$ cat src/rtl/sdram_bus_arbiter.sv
// sdram_bus_arbiter
// Shares the single system-bus slave port of the SDRAM controller between two
// masters. One single-beat read or write is forwarded per cycle with no added
// latency. Grants are round-robin and locked while a request waits. Outstanding
// reads are tracked in an in-order tag FIFO so each returning beat is steered
// back to the master that issued it.
//
// Ports
//   clk, rst_n                   clock, asynchronous active-low reset
//   pN_read_i / pN_write_i       port N request, held until pN_ready_o
//   pN_addr_i / pN_wdata_i / pN_byteenable_i   port N request fields
//   pN_ready_o                   port N request accepted this cycle
//   pN_rvalid_o / pN_rdata_o     read beat returned to port N
//   m_read_o / m_write_o / m_addr_o / m_wdata_o / m_byteenable_o  downstream request
//   m_ready_i                    downstream accept
//   m_rvalid_i / m_rdata_i       downstream read beat, in issue order
//   err_rvalid_o                 sticky: read beat arrived with nothing outstanding
module sdram_bus_arbiter #(
  parameter int AW       = 23,
  parameter int DW       = 16,
  parameter int RD_DEPTH = 4
) (
  input  logic            clk,
  input  logic            rst_n,
  input  logic            p0_read_i,
  input  logic            p0_write_i,
  input  logic [AW-1:0]   p0_addr_i,
  input  logic [DW-1:0]   p0_wdata_i,
  input  logic [DW/8-1:0] p0_byteenable_i,
  output logic            p0_ready_o,
  output logic            p0_rvalid_o,
  output logic [DW-1:0]   p0_rdata_o,
  input  logic            p1_read_i,
  input  logic            p1_write_i,
  input  logic [AW-1:0]   p1_addr_i,
  input  logic [DW-1:0]   p1_wdata_i,
  input  logic [DW/8-1:0] p1_byteenable_i,
  output logic            p1_ready_o,
  output logic            p1_rvalid_o,
  output logic [DW-1:0]   p1_rdata_o,
  output logic            m_read_o,
  output logic            m_write_o,
  output logic [AW-1:0]   m_addr_o,
  output logic [DW-1:0]   m_wdata_o,
  output logic [DW/8-1:0] m_byteenable_o,
  input  logic            m_ready_i,
  input  logic            m_rvalid_i,
  input  logic [DW-1:0]   m_rdata_i,
  output logic            err_rvalid_o
);

  localparam int            PW       = $clog2(RD_DEPTH);
  localparam logic [PW:0]   FULL_CNT = (PW+1)'(RD_DEPTH);
  localparam logic [PW:0]   CNT_ONE  = (PW+1)'(1);
  localparam logic [PW:0]   CNT_ZERO = (PW+1)'(0);
  localparam logic [PW-1:0] PTR_ONE  = PW'(1);

  logic          lock_valid_q, lock_valid_d;
  logic          lock_id_q, lock_id_d;
  logic          prio_q, prio_d;
  logic [PW-1:0] wr_ptr_q, wr_ptr_d;
  logic [PW-1:0] rd_ptr_q, rd_ptr_d;
  logic [PW:0]   count_q, count_d;
  logic [RD_DEPTH-1:0] tag_q, tag_d;
  logic          err_q, err_d;

  logic req0_s, req1_s, gnt_s, gnt_req_s, gnt_rd_s, src1_s;
  logic fifo_full_s, accept_s, push_s, beat_s, head_s;

  // Grant selection: lock first, then a sole requester, then the priority pointer.
  always_comb begin
    req0_s = p0_read_i | p0_write_i;
    req1_s = p1_read_i | p1_write_i;
    gnt_s  = 1'b0;
    if (lock_valid_q) begin
      gnt_s = lock_id_q;
    end else if (req0_s && req1_s) begin
      gnt_s = prio_q;
    end else if (req1_s) begin
      gnt_s = 1'b1;
    end else begin
      gnt_s = 1'b0;
    end
    gnt_req_s = gnt_s ? req1_s : req0_s;
    // Read wins when a master raises both; the write half is ignored.
    gnt_rd_s  = gnt_s ? p1_read_i : p0_read_i;
  end

  // Fullness uses the registered count only, so m_rvalid never reaches pN_ready.
  assign fifo_full_s = (count_q == FULL_CNT);
  assign accept_s    = gnt_req_s & m_ready_i & (~gnt_rd_s | ~fifo_full_s);
  assign push_s      = accept_s & gnt_rd_s;
  assign head_s      = tag_q[rd_ptr_q];
  // A beat is only meaningful when a tag is outstanding; otherwise it is dropped.
  assign beat_s      = m_rvalid_i & (count_q != CNT_ZERO);
  // Request fields come from port 0 unless port 1 is granted and requesting.
  assign src1_s      = gnt_req_s & gnt_s;

  // Downstream request and per-port handshake/return outputs.
  always_comb begin
    m_read_o       = gnt_req_s & gnt_rd_s & ~fifo_full_s;
    m_write_o      = gnt_req_s & ~gnt_rd_s;
    m_addr_o       = src1_s ? p1_addr_i       : p0_addr_i;
    m_wdata_o      = src1_s ? p1_wdata_i      : p0_wdata_i;
    m_byteenable_o = src1_s ? p1_byteenable_i : p0_byteenable_i;
    p0_ready_o     = accept_s & ~gnt_s;
    p1_ready_o     = accept_s & gnt_s;
    p0_rvalid_o    = beat_s & ~head_s;
    p1_rvalid_o    = beat_s & head_s;
    p0_rdata_o     = m_rdata_i;
    p1_rdata_o     = m_rdata_i;
    err_rvalid_o   = err_q;
  end

  // Next state for lock, priority, tag FIFO and the sticky error flag.
  always_comb begin
    lock_valid_d = lock_valid_q;
    lock_id_d    = lock_id_q;
    prio_d       = prio_q;
    tag_d        = tag_q;
    wr_ptr_d     = wr_ptr_q;
    rd_ptr_d     = rd_ptr_q;
    count_d      = count_q;
    err_d        = err_q;

    // Hold the grant on a waiting requester so m_* never switches mid-wait.
    if (gnt_req_s && !accept_s) begin
      lock_valid_d = 1'b1;
      lock_id_d    = gnt_s;
    end else if (accept_s) begin
      lock_valid_d = 1'b0;
    end else begin
      lock_valid_d = lock_valid_q;
    end

    if (accept_s) begin
      prio_d = ~gnt_s;
    end else begin
      prio_d = prio_q;
    end

    if (push_s) begin
      tag_d[wr_ptr_q] = gnt_s;
      wr_ptr_d        = wr_ptr_q + PTR_ONE;
    end else begin
      wr_ptr_d = wr_ptr_q;
    end

    if (beat_s) begin
      rd_ptr_d = rd_ptr_q + PTR_ONE;
    end else begin
      rd_ptr_d = rd_ptr_q;
    end

    case ({push_s, beat_s})
      2'b10:   count_d = count_q + CNT_ONE;
      2'b01:   count_d = count_q - CNT_ONE;
      default: count_d = count_q;
    endcase

    if (m_rvalid_i && (count_q == CNT_ZERO)) begin
      err_d = 1'b1;
    end else begin
      err_d = err_q;
    end
  end

  // State registers.
  always_ff @(posedge clk or negedge rst_n) begin
    if (!rst_n) begin
      lock_valid_q <= 1'b0;
      lock_id_q    <= 1'b0;
      prio_q       <= 1'b0;
      tag_q        <= '0;
      wr_ptr_q     <= '0;
      rd_ptr_q     <= '0;
      count_q      <= '0;
      err_q        <= 1'b0;
    end else begin
      lock_valid_q <= lock_valid_d;
      lock_id_q    <= lock_id_d;
      prio_q       <= prio_d;
      tag_q        <= tag_d;
      wr_ptr_q     <= wr_ptr_d;
      rd_ptr_q     <= rd_ptr_d;
      count_q      <= count_d;
      err_q        <= err_d;
    end
  end

endmodule
$ cat config.mk
export PLATFORM = sky130hd
export DESIGN_NAME = sdram_bus_arbiter
export DESIGN_NICKNAME = d
export VERILOG_FILES = /design/src/rtl/sdram_bus_arbiter.sv
export SDC_FILE = /design/constraint.sdc
export NUM_CORES = 1
export LEC_CHECK = 0
export CORE_MARGIN = 2
export CORE_UTILIZATION = 31
export CTS_BUF_LIST = sky130_fd_sc_hd__clkbuf_16
export CTS_CLUSTER_SIZE = 20
export DETAILED_ROUTE_END_ITERATION = 16
export PLACE_DENSITY = 0.88
export SLEW_MARGIN = 40
export SYNTH_ARGS = -nofsm -noshare
export SYNTH_HDL_FRONTEND = slang
export SYNTH_SLANG_ARGS = --single-unit
$ cat constraint.sdc
create_clock -name clk -period 4.95 [get_ports clk]
set_input_delay 0.99 -clock clk [delete_from_list [all_inputs] [get_ports clk]]
set_output_delay 0.99 -clock clk [all_outputs]
set_load 0.02 [all_outputs]
==> metrics.cfg <==
[sta]
period_share_pct=88.05
tns_ps=0
setup_viol=0
hold_ws_ps=454.1
worstMarginPinSlew_ps=675.7
period_minus_slack_ps=4358
grt_setup_unrepaired=false
drv_slew=0
finalHoldViolations=0
slew_headroom_pct=54.81
fmax_mhz=229.4
finalClockSkew_ps=1.398

[clock_tree]
clk_latency_ps=240
cts.path.max_buffers=2
clkSlewWorstSetupHoldPaths_ps=50
clock-sinks=15
clockRootBuffer=clkbuf_16
hold_buffers=0
cts_resized=0
htree_levels=1
numCtsBuffers=3
tritoncts=yes
cts_setup_buffers=0

[critical_path]
cp.required_ps=3960
crit_arrival_ps=3370
cp-start-kind=primary input
crit_fanout=43
end_kind=output port
setup.worst_path.class=in -> out

[global_route]
grt_pass1_wl_mm=8.493
grt_usage_pct=17.58
grt_pass1_vias=1694
overflow=0
antenna_found_initial=0
grt_start_max_net_pins=44

[hold_path]
worst_hold_path_type=reg -> reg

[logic_synthesis]
synth.avg_cell_area_um2=9.841
syn_inst=171
syn-cell-area_um2=1683
syn-num-nets=283
yosysWarnings=0
ys_ff_latch=15
ys_types=36
ys_seq_area_share_pct=22.30

[die]
die_w_um=77.68
initial_core_util_pct=32.54
coreArea_um2=5172
chipHeight_um=77.68
die_area_um2=6034
row_count=26
boundaryPins=186

[power]
totalPowerFinal_mw=1.308
vdd.ir_drop.worst_mv=0.1808
total_leakage_power_nw=1.191
p_per_area_nw_per_um2=439.5

[cells_and_area]
multiInputGateArea_um2=1022
register_area_um2=375.4
design_area_um2=2977
final_nets=389
layout_commonest_cell=clkdlybuf4s50_1
layout-drive-gt1-share_pct=19.20
fillers=438
final_cell_mix=clkdlybuf4s50_1, mux2_2, dfrtp_1, nand2_1
area_growth_pct=76.88
insertedDiodeCount=0

[route]
num_vias=1601
wl_per_cell_um=16.38
vias_per_cell=4.627
drt-initial-drc-count=48
postRouteAntennaNets=0
drcViolationCount=0
drt_first_pass_iters=4
totalWireLength_mm=5.666

[place]
gp_congestion=0.8687
place.port_buffers=137
place_area_um2=2898
dpl.hpwl_mm=4.770

[run]
maxCapViolations=0

[status]
status=finished clean

==> final timing paths <==
| kind | endpoint | depth (start not counted) | slack, ps | from |
|---|---|---|---|---|
| min in group asynchronous | err_rvalid_o$_DFFE_PN0P_ | 1 | 1170 | rst_n |
| max | m_addr_o[1] | 6 | 590 | p0_read_i |
| max reg2reg | count_q[2]$_DFFE_PN0P_ | 10 | 2330 | lock_valid_q$_DFFE_PN0P_ |
| max in group asynchronous | tag_q[1]$_DFFE_PN0P_ | 1 | 3350 | rst_n |
| min reg2reg | err_rvalid_o$_DFFE_PN0P_ | 1 | 450 | err_rvalid_o$_DFFE_PN0P_ |
| min | err_rvalid_o$_DFFE_PN0P_ | 1 | 450 | err_rvalid_o$_DFFE_PN0P_ |
==> kinds of logic (layout without fill, tap and decap cells) <==
family	count (synthesis)	count (layout)	synth area share (%)
xor gates and xnor gates	6	6	3.123
adders and majority gates	6	6	4.907
buffers and inverters	45	150	17.55
muxes	48	48	32.94
and+or+nand+nor	38	38	12.27
AOI/OAI and AO/OA	13	13	6.915
DFF	15	15	22.30
==> state kept, by name, summed over array words and instances (netlist names) <==
signal,cells
count_q,3
prio_q,1
tag_q,4
lock_valid_q,1
err_rvalid_o,1
lock_id_q,1
wr_ptr_q,2
rd_ptr_q,2
==> where the power goes <==
group          internal [mW]  switching (mW)  total [mW]
Sequential             0.186          0.0555       0.241
Combinational          0.497           0.418       0.915
Clock                  0.107          0.0454       0.152
==> stage by stage <==
step | util (%) | cells | setup slack, ps
after floorplan | - | 171 | 1854
after global placement | 56.02 | 342 | 608.5
after detailed placement | 56.02 | 342 | 610.0
after CTS | 57.55 | 346 | 596.4
after global routing | 57.55 | 346 | 460.0
final | 57.55 | 346 | 591.5
==> critical path: stages <==
cell and delay (ps):
clkdlybuf4s50_1 570, nor2_1 110, o311ai_4 210, buf_4 500
mux2_2 420, clkdlybuf4s50_1 550
==> layer usage <==
metal  vias up  track usage, %  routed length (um)
met3        19           5.349                 505
met1       736           19.21                2100
li1        773               -                   -
met2        73           31.55                2886
met4         0           6.786                 172
met5         -               0                   0
==> cell type report <==
type	count	share of cell area, %
clock buffers	3	2.522
clock inverters	1	0.1261
inverters	7	0.8827
well taps	70	2.942
multi-input cells	111	34.34
repair buffers	139	46.57
flip-flops and latches	15	12.61
==> cells in the mapped netlist <==
library cell,n,share of area [%]
nor2_1,7,1.6
o311ai_2,1,0.97
and3b_1,1,0.52
o211ai_1,1,0.45
inv_1,6,1.3
or2_1,1,0.37
fa_1,1,1.2
a21o_1,2,0.89
and2_1,2,0.74
o31ai_1,1,0.45
and3_1,3,1.1
nand2_1,11,2.5
mux2_4,1,0.89
xor2_1,2,1.0
nor2b_1,1,0.37
buf_2,5,1.5
nand2b_1,3,1.1
or3_1,1,0.37
xnor2_1,4,2.1
a21oi_1,3,0.89
ha_1,5,3.7
a211o_1,2,1.0
inv_2,1,0.22
o2bb2ai_1,1,0.52
nand4b_1,4,2.1
mux2i_1,1,0.59
dfrtp_1,15,22
mux4_2,1,1.3
mux2_1,4,2.7
mux2_2,41,27
a211oi_4,1,1.2
buf_1,1,0.22
nand3b_2,1,0.67
o21ai_2,1,0.52
buf_4,32,14
nor3_1,3,0.89
(Power assumes the default switching activity.)
